==> src/rtl/lsu_ctrl.sv <==
// lsu_ctrl: load/store sequencer between the memory stage and a word-wide
// valid/ready data memory. Accepts one byte/half/word request at a time,
// flags misaligned or reserved-size requests, issues word-aligned accesses
// and returns sign/zero-extended load data.
// Ports: clk, reset_n (async, active low); req_* request handshake in;
// resp_* one-cycle response pulse out; mem_* memory transaction out,
// mem_ready/mem_rdata in.
// Build option: define LSU_RMW_EN to merge sub-word stores by
// read-modify-write (mem_be always 1111); otherwise a single write with
// partial byte enables is issued.
module lsu_ctrl #(
  parameter int ADDR_W = 32
) (
  input  logic              clk,
  input  logic              reset_n,
  input  logic              req_valid,
  output logic              req_ready,
  input  logic              req_we,
  input  logic [1:0]        req_size,
  input  logic              req_unsigned,
  input  logic [ADDR_W-1:0] req_addr,
  input  logic [31:0]       req_wdata,
  output logic              resp_valid,
  output logic [31:0]       resp_rdata,
  output logic              resp_err,
  output logic              mem_valid,
  output logic              mem_we,
  output logic [ADDR_W-1:0] mem_addr,
  output logic [31:0]       mem_wdata,
  output logic [3:0]        mem_be,
  input  logic              mem_ready,
  input  logic [31:0]       mem_rdata
);

  typedef enum logic [2:0] {
    IDLE, RD, WR, RMW_RD, RMW_WR, RESP
  } state_t;

`ifdef LSU_RMW_EN
  localparam state_t SUB_ST = RMW_RD;
`else
  localparam state_t SUB_ST = WR;
`endif

  state_t state, state_n;

  logic              we_q;
  logic              uns_q;
  logic              err_q;
  logic [1:0]        size_q;
  logic [ADDR_W-1:0] addr_q;
  logic [31:0]       wdata_q;
  // Holds extended load data, or the merged word in the RMW path.
  logic [31:0]       word_q;

  logic        mis;
  logic [4:0]  sh;
  logic [15:0] lane;
  logic [31:0] ld_ext;
  logic [31:0] rep;
  logic [31:0] mask;
  logic [31:0] merged;
  logic [3:0]  be_wr;
  logic [ADDR_W-1:0] waddr;

  always_comb begin
    mis = (req_size == 2'b11)
        | ((req_size == 2'b01) & req_addr[0])
        | ((req_size == 2'b10) & (req_addr[1:0] != 2'b00));
  end

  always_comb begin
    waddr = {addr_q[ADDR_W-1:2], 2'b00};
    if (size_q == 2'b00) sh = {addr_q[1:0], 3'b000};
    else                 sh = {addr_q[1], 4'b0000};
    lane = 16'(mem_rdata >> sh);
    case (size_q)
      2'b00: begin
        ld_ext = {{24{~uns_q & lane[7]}}, lane[7:0]};
        rep    = {4{wdata_q[7:0]}};
        mask   = 32'h0000_00ff << sh;
        be_wr  = 4'b0001 << addr_q[1:0];
      end
      2'b01: begin
        ld_ext = {{16{~uns_q & lane[15]}}, lane};
        rep    = {2{wdata_q[15:0]}};
        mask   = 32'h0000_ffff << sh;
        be_wr  = 4'b0011 << {addr_q[1], 1'b0};
      end
      default: begin
        ld_ext = mem_rdata;
        rep    = wdata_q;
        mask   = 32'hffff_ffff;
        be_wr  = 4'b1111;
      end
    endcase
    // Replicated store data already sits in the right lane.
    merged = (mem_rdata & ~mask) | (rep & mask);
  end

  always_comb begin
    state_n    = state;
    req_ready  = 1'b0;
    resp_valid = 1'b0;
    resp_rdata = '0;
    resp_err   = 1'b0;
    mem_valid  = 1'b0;
    mem_we     = 1'b0;
    mem_addr   = '0;
    mem_wdata  = '0;
    mem_be     = '0;
    unique case (state)
      IDLE: begin
        req_ready = 1'b1;
        if (req_valid) begin
          if (mis)                     state_n = RESP;
          else if (!req_we)            state_n = RD;
          else if (req_size == 2'b10)  state_n = WR;
          else                         state_n = SUB_ST;
        end
      end
      RD, RMW_RD: begin
        mem_valid = 1'b1;
        mem_addr  = waddr;
        mem_be    = 4'b1111;
        if (mem_ready) state_n = (state == RD) ? RESP : RMW_WR;
      end
      WR: begin
        mem_valid = 1'b1;
        mem_we    = 1'b1;
        mem_addr  = waddr;
        mem_wdata = rep;
        mem_be    = be_wr;
        if (mem_ready) state_n = RESP;
      end
      RMW_WR: begin
        mem_valid = 1'b1;
        mem_we    = 1'b1;
        mem_addr  = waddr;
        mem_wdata = word_q;
        mem_be    = 4'b1111;
        if (mem_ready) state_n = RESP;
      end
      RESP: begin
        resp_valid = 1'b1;
        resp_err   = err_q;
        resp_rdata = (we_q | err_q) ? 32'd0 : word_q;
        state_n    = IDLE;
      end
      default: state_n = IDLE;
    endcase
  end

  always_ff @(posedge clk or negedge reset_n) begin
    if (!reset_n) begin
      state   <= IDLE;
      we_q    <= 1'b0;
      uns_q   <= 1'b0;
      err_q   <= 1'b0;
      size_q  <= 2'b00;
      addr_q  <= '0;
      wdata_q <= '0;
      word_q  <= '0;
    end else begin
      state <= state_n;
      if (state == IDLE && req_valid) begin
        we_q    <= req_we;
        uns_q   <= req_unsigned;
        err_q   <= mis;
        size_q  <= req_size;
        addr_q  <= req_addr;
        wdata_q <= req_wdata;
        word_q  <= '0;
      end
      if (state == RD && mem_ready)     word_q <= ld_ext;
      if (state == RMW_RD && mem_ready) word_q <= merged;
    end
  end

endmodule
==> config.mk <==
export PLATFORM = sky130hd
export DESIGN_NAME = lsu_ctrl
export DESIGN_NICKNAME = d
export VERILOG_FILES = /design/src/rtl/lsu_ctrl.sv
export SDC_FILE = /design/constraint.sdc
export NUM_CORES = 1
export LEC_CHECK = 0
export ABC_CLOCK_PERIOD_IN_PS = 1800
export BUFFER_PORTS_ARGS = -buffer_cell sky130_fd_sc_hd__buf_2
export CAP_MARGIN = 20
export CORE_MARGIN = 2
export CORE_UTILIZATION = 30
export DETAILED_ROUTE_END_ITERATION = 10
export GPL_ROUTABILITY_DRIVEN = 0
export PLACE_DENSITY_LB_ADDON = 0.08
export SLEW_MARGIN = 25
export SYNTH_ARGS = -nofsm -noshare
export SYNTH_HDL_FRONTEND = slang
export SYNTH_SLANG_ARGS = --single-unit
==> constraint.sdc <==
create_clock -name clk -period 1.8 [get_ports clk]
set_input_delay 0.36 -clock clk [delete_from_list [all_inputs] [get_ports clk]]
set_output_delay 0.36 -clock clk [all_outputs]
set_load 0.05 [all_outputs]
**Yosys cells after proc, flatten, opt, wreduce, memory -nomap -nowiden**

Cells that the tools add are included.

- Reductions and logical operators: 12
- Bitwise operators: 12
- Equality and inequality tests: 12
- Mux-type cells: 25
- Shift operators: 5

Operators with widths:

| operator | number |
|---|---|
| $pmux 32 s2 | 4 |
| $mux 32 | 6 |
| $and 32x32->32 | 2 |
| $not 32->32 | 1 |
| $or 32x32->32 | 1 |
| $shl 16x5->32 const A | 1 |
| $shl 8x5->32 const A | 1 |
| $shr 32x5->16 | 1 |
| $pmux 4 s2 | 2 |
| $mux 3 | 4 |
| $pmux 3 s3 | 1 |
| $eq 3x2->1 const B | 2 |
| $eq 3x3->1 const B | 2 |
| $mux 1 | 6 |
| $and 1x1->1 | 4 |
| $eq 2x1->1 const B | 2 |
| $eq 2x2->1 const B | 2 |
| $mux 4 | 1 |
| $ne 2x2->1 const B | 2 |
| $reduce_or 2->1 | 2 |
| $reduce_or 4->1 | 1 |
| $shl 1x2->4 const A | 1 |
| $shl 2x2->4 const A | 1 |
| $eq 3x1->1 const B | 1 |
| 11 further kinds | 15 |

- Register bits after elaboration: 104
- Logic and storage cells: 74
- Bits of input ports: 104
- Output and inout bits: 105

**Depth between registers and ports, before layout**

Gate-level depths: netlist (run 1).

- Depth in word-level cells: 8
- Mapped depth: 7
- Depth with buffers taken out: 4

**Worst setup path after synthesis (run 1)**

Ideal clock, no wire load.

- Kind: register -> output
- From: reg addr_q[0]
- To: out mem_be[2]
- Required time: 1.440 ns
- Data arrival time: 2.346 ns
- Path buffers: 2
- Stages on the path, launching flop included: 7
- Path slack: -0.906 ns
- Cells stage by stage: dfrtp_1 > buf_6 > nor2b_1 > clkbuf_1 > o21ai_1 > a21oi_1 > o21ai_0

- Longest elaborated chain between the ends: 3

RTL lines:

| item | RTL line | RTL |
|---|---|---|
| start: declaration | 51 | `logic [ADDR_W-1:0] addr_q;` |
| start signal: assignment | 171 | `addr_q <= req_addr;` |
| $shl 1x2->4 | 82 | `be_wr = 4'b0001 << addr_q[1:0];` |
| $pmux 4 s2 | 77 | `case (size_q)` |
| $pmux 4 s2 | 112 | `unique case (state)` |
| end: declaration | 30 | `output logic [3:0] mem_be,` |

Every way passes these cells.

**Final worst setup path (run 1)**

- From: reg state[1]
- To: out resp_rdata[31]

- Longest elaborated chain between the ends: 2

RTL lines:

| item | RTL line | RTL |
|---|---|---|
| start: declaration | 45 | `state_t state, state_n;` |
| start signal: assignment | 165 | `state <= state_n;` |
| $eq 3x3->1 | 112 |  |
| $mux 32 | 112 |  |
| end: declaration | 24 | `output logic [31:0] resp_rdata,` |

Every way passes these cells.

==> flow_summary.toml, run 1 <==
[drt]
drt-initial-drc-count = 262
viasPerCell = 5.22
wl_per_cell_um = 21.2
drc = 0
first_pass_iters = 5
route.final.wire_length_mm = 25.8
vias = 6353
ant_nets = 0

[job]
max_cap_viol_count = 0

[status]
outcome = "complete, but fails checks"
violations = "negative setup slack"

[logic_synthesis]
synth_fa_ha_area_frac = 0
synth.area.mux_share = 0.203
ys_warn_count = 0
yosysTopAreaCellShare = 0.410
synth_compound_area_frac = 0.184
yosys_most_used_dff = "dfrtp_1"
synth_area_leaders = "dfrtp_1, mux2_2, and2_1"
synth_top_family_by_area = "multiplexers"
netlist_area_mm2 = 0.00634
netlist_instances = 633
ys_ff_latch = 104
synth_cell_types = 55
synthXorXnorAreaFrac = 0.00276
avgSynthCellArea_um2 = 10.0
synthArstFlopShare = 1.00
yosysSeqAreaShare = 0.410
synth_edf_count = 0
synth-simple-area-share = 0.154
yosys.area.top_type = "dfrtp_1"

[grt]
grtUsageTotal = 0.224
grt_first_pass_wirelength_mm = 37.8
grt_pass1_vias = 6571
antenna_found_initial = 0
grt_max_degree = 42
grt_overflow = 0

[cells_and_area]
area.sequential_mm2 = 0.00261
synthToLayoutAreaGrowth_pct = 70.7
drive_above_1_share = 0.625
diodes = 0
layout_commonest_cell = "buf_4"
num-nets-final = 1041
final_cell_mix = "buf_4, buf_2, dfrtp_1"
final_cell_area_mm2 = 0.0108
multi_input_area_mm2 = 0.00421
nFillCells = 1874

[clock_network]
cts-root-buf = "clkbuf_16"
cts_tree = "done"
cts.sinks = 104
clk_pin_slew_ns = 0.08
numCtsBuffers = 9
clk_latency_ns = 0.37
clock_path_buffers = 2
htreeDepth = 3

[pwr]
combPwrFrac = 0.721
powerDensity_mw_per_mm2 = 2180
sw_frac_of_total = 0.475
switchingPower_mw = 11.2
leakage_nw = 4.87
p_clk_frac = 0.087
ir_drop_mv = 2.05
power.internal_mw = 12.4
seqPwrFrac = 0.193

[sta]
worst-slew-pin-transition_ns = 0.495
finalSetupViolCount = 204
min_period_over_period = 1.23
clock_skew_ns = 0.0126
layout_setup_ws_ns = -0.414
max-slew-margin-rel = 0.669
fmaxAchievable_mhz = 452
hold_violations = 0
slew_viol_final = 0
period_needed_ns = 2.21
rsz0062_at_grt = "yes"

[worst_setup_path]
cp-start-kind = "register"
cp_common_cell = "buf_6"
worstPathCellList = "buf_6, nor4_4, buf_12, and2_1, buf_6"
worstPathRequired_ns = 1.44
r2r_cells = 6
crit_cells = 5
worst-path-buf-inv = 3
cpPeakStageDelay_ns = 0.39
critPathSlowestCell = "dfrtp_1"
critPathMaxFanout = 32
end_kind = "primary output"
arrival_ns = 1.85
cp_top_family = "buffers and inverters"
crit_type = "register to primary output"

[floorplan]
start_util = 0.304
core_area_mm2 = 0.0209
dieArea_mm2 = 0.0223
fp.dieW_um = 149
io_pins = 209
die_h_um = 149
core.rowCount = 53

[placed_design]
hpwl_mm = 18.5
dp_slack_ns = -0.182
dpl_cell_area_mm2 = 0.00923
port_buffers = 206

[min_path]
hold_class = "input pin to register"
worstHoldPathCells = 3
[metrics by stage]
stage	power, mW	setup TNS, ns	hold WS, ns	utilization	cells
detailed placement	18.5	-16.35	0.360	0.442	1178
global placement	18.3	-14.25	0.349	0.442	1178
floorplan	13.2	-4.05	0.0644	-	634
global route	24.8	-77.59	0.215	0.518	1217
CTS	21.7	-47.63	0.202	0.486	1199
finish	23.6	-62.12	0.206	0.518	1217
[cell type report]
cell class                      count  share of cell area
Clock buffer                        9              0.0208
Clock inverter                      7             0.00682
Inverter                            5             0.00173
Multi-Input combinational cell    470               0.389
Sequential cell                   104               0.241
Tap cell                          275              0.0318
Timing Repair Buffer              347               0.309
[state kept, by name, summed over array words and instances, names as in the netlist]
name / count
we_q: 1
err_q: 1
wdata_q: 32
addr_q: 32
word_q: 32
uns_q: 1
state: 3
size_q: 2
[final timing paths]
| kind | startpoint | endpoint | slack [ns] |
|---|---|---|---|
| hold reg to reg | addr_q[31] | addr_q[31] | 0.50 |
| hold / removal | req_unsigned | uns_q | 0.21 |
| min in group asynchronous | reset_n | uns_q | 0.52 |
| max in group asynchronous | reset_n | wdata_q[30] | 0.68 |
| setup / recovery | state[1] | resp_rdata[31] | -0.41 |
| setup reg to reg | state[0] | addr_q[11] | -0.34 |
[cells by family after synthesis]
logic type	count (synthesis)
multiplexers	118
XOR/XNOR	2
other	1
flip-flops	104
buffers and inverters	60
AND/OR/NAND/NOR	183
AO/OA/AOI/OAI	165
[tightest hold or removal path, cell delays in order]
cell and delay (ns):
buf_2 0.08, nand2_1 0.04, o21ai_0 0.06
[what timing repair did]
action	CTS	global route
gates resized for setup	169	115
pin swaps	15	25
hold buffers	1	0
endpoints found under the hold margin	30	0
gates cloned	2	4
buffers inserted	2	15
endpoints found under the setup margin	201	201
[power by group through the flow]
stage | logic (mW) | clock network [mW] | registers [mW]
floorplan | 9.11 | 0 | 4.13
global placement | 13.8 | 0 | 4.49
detailed placement | 14.0 | 0 | 4.53
CTS | 15.1 | 2.10 | 4.50
global route | 17.9 | 2.20 | 4.70
finish | 17.0 | 2.05 | 4.56
[layer usage]
metal  share of wire  vias up  track usage  wire length, µm
met4           0.034        0        0.105              885
met5               0        -            0                0
met3           0.069       48       0.0489             1790
met1            0.43     3112        0.292            11200
met2            0.46      272        0.355            12000
li1                -     2921            -                -
[cell usage after synthesis (2+ instances only)]
cell type / n
buf_4: 2
nor2b_1: 2
mux2i_1: 41
o31ai_1: 8
dfrtp_1: 104
a31oi_1: 2
or4b_2: 2
a22o_1: 22
buf_6: 2
and2_1: 66
or3_1: 3
o211ai_1: 10
and3b_1: 5
o2111ai_1: 2
a221o_1: 5
nor3_1: 6
buf_2: 20
a211oi_1: 18
o22ai_1: 3
buf_1: 2
nand2_1: 64
inv_1: 3
a21oi_1: 19
nor3b_1: 3
clkbuf_1: 28
o221ai_1: 8
nor2_1: 20
o21ai_0: 46
xnor2_1: 2
mux2_2: 76
a211o_1: 15
No activity file was read; power rests on OpenSTA's default activity.
==> run 2, diff against run 1 <==
--- a/config.mk
+++ b/config.mk
@@ -9,7 +9,7 @@
 export BUFFER_PORTS_ARGS = -buffer_cell sky130_fd_sc_hd__buf_2
 export CAP_MARGIN = 20
 export CORE_MARGIN = 2
-export CORE_UTILIZATION = 30
+export CORE_UTILIZATION = 45
 export DETAILED_ROUTE_END_ITERATION = 10
 export GPL_ROUTABILITY_DRIVEN = 0
 export PLACE_DENSITY_LB_ADDON = 0.08
==> run 2 against run 1 <==
  * The flow still finishes with violations (negative setup slack)
  * Setup slack worse by 0.049 ns
  * Clock power is essentially flat
  * Count of clock-buffer cells in the layout grew 1
  * Combinational power rose by 9%
  * First-iteration DRC count grew to 2.5 times the previous value
  * Critical path depth increased by 2
  * Routed wire length increased by 2.9%
  * Hold slack better by 0.0077 ns
  * Final area rose by 5.2%
  * Global-route usage is 8.0 points higher
  * Via count up 8.3%
  * Critical endpoint is now resp_rdata[13]
  * Largest cell class unchanged
  * Highest routed layer unchanged
==> flow_summary.toml, run 2 (synthesis gave the netlist of run 1 again) <==
[floorplan]
core_area_mm2 = 0.0138
die_h_um = 123
dieArea_mm2 = 0.0151
fp.dieW_um = 123
core.rowCount = 43
start_util = 0.459
io_pins = 209

[pwr]
ir_drop_mv = 2.32
powerDensity_mw_per_mm2 = 2220
sw_frac_of_total = 0.468
p_clk_frac = 0.080
total_power_mw = 25.3
seqPwrFrac = 0.187
combPwrFrac = 0.732
leakage_nw = 5.30
power.internal_mw = 13.5
switchingPower_mw = 11.9

[cells_and_area]
layout_commonest_cell = "buf_4"
nFillCells = 751
reg.largest.list = "addr_q: 32 flops, wdata_q: 32 flops, word_q: 32 flops"
synthToLayoutAreaGrowth_pct = 79.6
multi_input_area_mm2 = 0.00445
diodes = 0
area.sequential_mm2 = 0.00261
fin_util = 0.824
final_cell_area_mm2 = 0.0114
drive_above_1_share = 0.659
num-nets-final = 1070
final_cell_mix = "buf_4, buf_2, dfrtp_1"

[worst_setup_path]
worst-path-buf-inv = 4
cpPeakStageDelay_ns = 0.39
r2r_cells = 7
cp-start-kind = "register"
cp_top_family = "buffers and inverters"
arrival_ns = 1.90
critPathSlowestCell = "dfrtp_2"
worstPathRequired_ns = 1.44
crit_type = "register to primary output"
worstPathCellList = "buf_6, nand2_4, nor4_4, buf_6, clkbuf_16, and2_4, buf_8"
cp_common_cell = "buf_6"
end_kind = "primary output"
crit_cells = 7
critPathMaxFanout = 8

[drt]
drt-initial-drc-count = 657
first_pass_iters = 5
drc = 0
ant_nets = 0
viasPerCell = 5.98
vias = 6879
route.final.wire_length_mm = 26.6
wl_per_cell_um = 23.1

[sta]
hold_violations = 0
worst-slew-pin-transition_ns = 0.514
fmaxAchievable_mhz = 442
layout_setup_ws_ns = -0.463
min_period_over_period = 1.26
period_needed_ns = 2.26
rsz0062_at_grt = "yes"
hold_slack_ns = 0.214
slew_viol_final = 0
clock_skew_ns = 0.00905
max-slew-margin-rel = 0.657
finalSetupViolCount = 201

[clock_network]
numCtsBuffers = 9
clk_pin_slew_ns = 0.08
cts-root-buf = "clkbuf_16"
cts_tree = "done"
clock_path_buffers = 2
cts.sinks = 104
clk_latency_ns = 0.37
htreeDepth = 3

[grt]
grt_pass1_vias = 6514
grt_max_degree = 46
antenna_found_initial = 0
grtUsageTotal = 0.305
grt_first_pass_wirelength_mm = 34.6
grt_overflow = 0

[status]
violations = "negative setup slack"
outcome = "complete, but fails checks"

[placed_design]
port_buffers = 206
dpl_cell_area_mm2 = 0.00875
hpwl_mm = 16.2

[min_path]
hold_class = "input pin to register"
worstHoldPathCells = 2

[job]
max_cap_viol_count = 0
-- run 2: cell types whose count changed in the layout (fill, tap and decap cells not counted), sizes merged --
cell,delta
buf,+19
clkbuf,+10
a31oi,+1
clkinvlp,-1
-- run 2: repair_timing --
item	in CTS	in global routing
endpoints found under the hold margin	24	0
pin swaps	13	64
cloned	2	18
endpoints found under the setup margin	201	201
hold buffers	1	0
gates resized for setup	241	207
setup buffers	19	25
-- run 2: layout make-up --
class	count	area share
Multi-Input combinational cell	471	0.390
Timing Repair Buffer	375	0.332
Sequential cell	104	0.229
Clock buffer	10	0.0210
Tap cell	180	0.0198
Clock inverter	6	0.00538
Inverter	5	0.00220
-- run 2: per-layer routing --
layer,global-route usage,share of wire,vias up
li1,-,-,2980
met4,0.157,0.050,0
met5,0,0,-
met2,0.486,0.48,439
met3,0.0771,0.091,97
met1,0.381,0.37,3363
-- run 2: power by group through the flow --
stage | clock network, mW | registers, mW | logic [mW]
floorplan | 0 | 4.13 | 9.11
finish | 2.04 | 4.75 | 18.6
global route | 2.15 | 4.85 | 19.3
detailed placement | 0 | 4.63 | 13.0
global placement | 0 | 4.56 | 12.7
CTS | 2.06 | 4.58 | 14.8
-- run 2: worst register-to-register path: stages, from the launching register on --
cell       delay, ns
dfrtp_1         0.43
buf_6           0.15
buf_8           0.13
nor3b_4         0.24
mux2_4          0.34
o311ai_4        0.33
clkbuf_16       0.24
o221ai_2        0.09
-- run 2: final timing paths --
check	to	from	slack, ns
max	resp_rdata[13]	state[0]	-0.46
min	addr_q[10]	req_addr[10]	0.21
max reg2reg	word_q[24]	size_q[0]	-0.27
min reg2reg	wdata_q[20]	wdata_q[20]	0.51
max in group asynchronous	size_q[1]	reset_n	0.73
min in group asynchronous	word_q[13]	reset_n	0.46
-- run 2: through the flow --
step	setup TNS, ns	std cells	setup WS (ns)
2_1_floorplan	-4.05	634	-0.289
3_3_place_gp	-16.67	1077	-0.157
3_5_place_dp	-23.68	1077	-0.219
4_1_cts	-51.69	1115	-0.435
5_1_grt	-68.40	1151	-0.530
6_report	-57.92	1151	-0.463
==> run 3, diff against run 2 <==
--- a/config.mk
+++ b/config.mk
@@ -9,10 +9,11 @@
 export BUFFER_PORTS_ARGS = -buffer_cell sky130_fd_sc_hd__buf_2
 export CAP_MARGIN = 20
 export CORE_MARGIN = 2
-export CORE_UTILIZATION = 45
+export CORE_UTILIZATION = 47
 export DETAILED_ROUTE_END_ITERATION = 10
 export GPL_ROUTABILITY_DRIVEN = 0
-export PLACE_DENSITY_LB_ADDON = 0.08
+export PLACE_DENSITY = 0.75
+export RECOVER_POWER = 100
 export SLEW_MARGIN = 25
 export SYNTH_ARGS = -nofsm -noshare
 export SYNTH_HDL_FRONTEND = slang
==> run 3 against run 2 <==
  * The flow finishes with violations (max-capacitance violations, max-slew violations, negative setup slack)
  * Critical path type unchanged
  * Critical endpoint is now mem_wdata[9]
  * Sequential power grew 4%
  * Die area shrank 4.1%
  * Largest cell class unchanged
  * Power grew 1.7%
  * Sequential share of layout area grew 0.47 points
  * Final cell count shrank 1.8%
  * Hold slack gained 0.0033 ns
==> flow_summary.toml, run 3 (synthesis gave the netlist of run 1 again) <==
[status]
outcome = "complete, but fails checks"
violations = "max-capacitance violations, max-slew violations, negative setup slack"

[clock_network]
cts-root-buf = "clkbuf_16"
clock_path_buffers = 2
cts_tree = "done"
clk_pin_slew_ns = 0.07
numCtsBuffers = 9
clk_latency_ns = 0.38
cts.sinks = 104
htreeDepth = 3

[cells_and_area]
reg.largest.list = "addr_q: 32 flops, wdata_q: 32 flops, word_q: 32 flops"
layout_commonest_cell = "buf_2"
synthToLayoutAreaGrowth_pct = 76.0
nFillCells = 611
num-nets-final = 1051
final_cell_area_mm2 = 0.0112
final_cell_mix = "buf_2, dfrtp_1, buf_4"
drive_above_1_share = 0.659

[sta]
rsz0062_at_grt = "yes"
hold_violations = 0
min_period_over_period = 1.27
slew_viol_final = 105
period_needed_ns = 2.29
max-slew-margin-rel = -0.0446
layout_setup_ws_ns = -0.486
hold_slack_ns = 0.217
clock_skew_ns = 0.0136
finalSetupViolCount = 204
fmaxAchievable_mhz = 437
worst-slew-pin-transition_ns = 1.57

[grt]
grt_overflow = 0
grt_pass1_vias = 6963
grt_first_pass_wirelength_mm = 37.9
grtUsageTotal = 0.340
antenna_found_initial = 2
grt_max_degree = 105

[worst_setup_path]
critPathMaxFanout = 6
arrival_ns = 1.93
crit_type = "register to primary output"
cp-start-kind = "register"
end_kind = "primary output"
worstPathRequired_ns = 1.44

[placed_design]
dpl_cell_area_mm2 = 0.00865
port_buffers = 206
hpwl_mm = 15.8

[floorplan]
core.rowCount = 42
core_area_mm2 = 0.0132
die_h_um = 120
fp.dieW_um = 120
start_util = 0.481
io_pins = 209
dieArea_mm2 = 0.0144

[drt]
ant_nets = 0
drc = 0
drt-initial-drc-count = 1278
route.final.wire_length_mm = 31.4
wl_per_cell_um = 27.8
vias = 7541
first_pass_iters = 7
viasPerCell = 6.67

[pwr]
ir_drop_mv = 1.82
leakage_nw = 5.14
powerDensity_mw_per_mm2 = 2310

[job]
max_cap_viol_count = 1

[min_path]
hold_class = "input pin to register"
## run 3: worst paths after layout
kind | start | slack (ns) | cells after the start | to
min in group asynchronous | reset_n | 0.40 | 2 | state[0]
hold / removal | req_wdata[31] | 0.22 | 2 | wdata_q[31]
setup / recovery | size_q[1] | -0.49 | 7 | mem_wdata[9]
hold reg to reg | addr_q[13] | 0.51 | 1 | addr_q[13]
setup reg to reg | size_q[1] | -0.35 | 7 | word_q[23]
max in group asynchronous | reset_n | 0.21 | 2 | size_q[0]
## run 3: power by group
| part | internal, mW | switching, mW |
|---|---|---|
| Clock | 1.09 | 1.01 |
| Combinational | 8.53 | 10.2 |
| Sequential | 3.52 | 1.40 |
| Total | 13.1 | 12.6 |
## run 3: timing repair
action | in CTS | in global routing
setup endpoints to repair | 201 | 204
gates resized for setup | 269 | 188
buffers inserted | 14 | 31
pin swaps | 27 | 52
gates cloned | 5 | 10
hold buffers | 0 | 0
## run 3: layout make-up
type                            instances  area, µm²  share of cell area
Timing Repair Buffer                  357       3540               0.317
Sequential cell                       104       2610               0.234
Antenna cell                            2       5.00            0.000448
Inverter                                5       22.5             0.00202
Clock buffer                           10        229              0.0205
Multi-Input combinational cell        470       4460               0.400
Tap cell                              176        220              0.0197
Clock inverter                          6       68.8             0.00617
## run 3: per-layer routing
| metal | wire [µm] | global-route usage |
|---|---|---|
| met5 | 54 | 0 |
| met4 | 2500 | 0.170 |
| met3 | 3750 | 0.0894 |
| met2 | 14400 | 0.561 |
| met1 | 10800 | 0.408 |
## run 3: worst max-delay path, cell delays in order (launching register included)
cell     delay [ns]
dfrtp_2        0.49
buf_6          0.15
nor2_4         0.15
buf_6          0.15
mux2i_2        0.25
buf_4          0.17
o21ai_4        0.06
buf_6          0.15
## run 3: metrics by stage
step           total power [mW]  setup TNS (ns)   util  setup WS (ns)  instances
2_1_floorplan              13.2           -4.05      -         -0.289        634
3_3_place_gp               17.0          -15.47  0.656         -0.150       1062
3_5_place_dp               17.4          -20.42  0.656         -0.191       1062
4_1_cts                    22.1          -63.75  0.768         -0.436       1097
5_1_grt                    26.3          -72.87  0.846         -0.526       1129
6_report                   25.8          -66.10  0.846         -0.486       1130
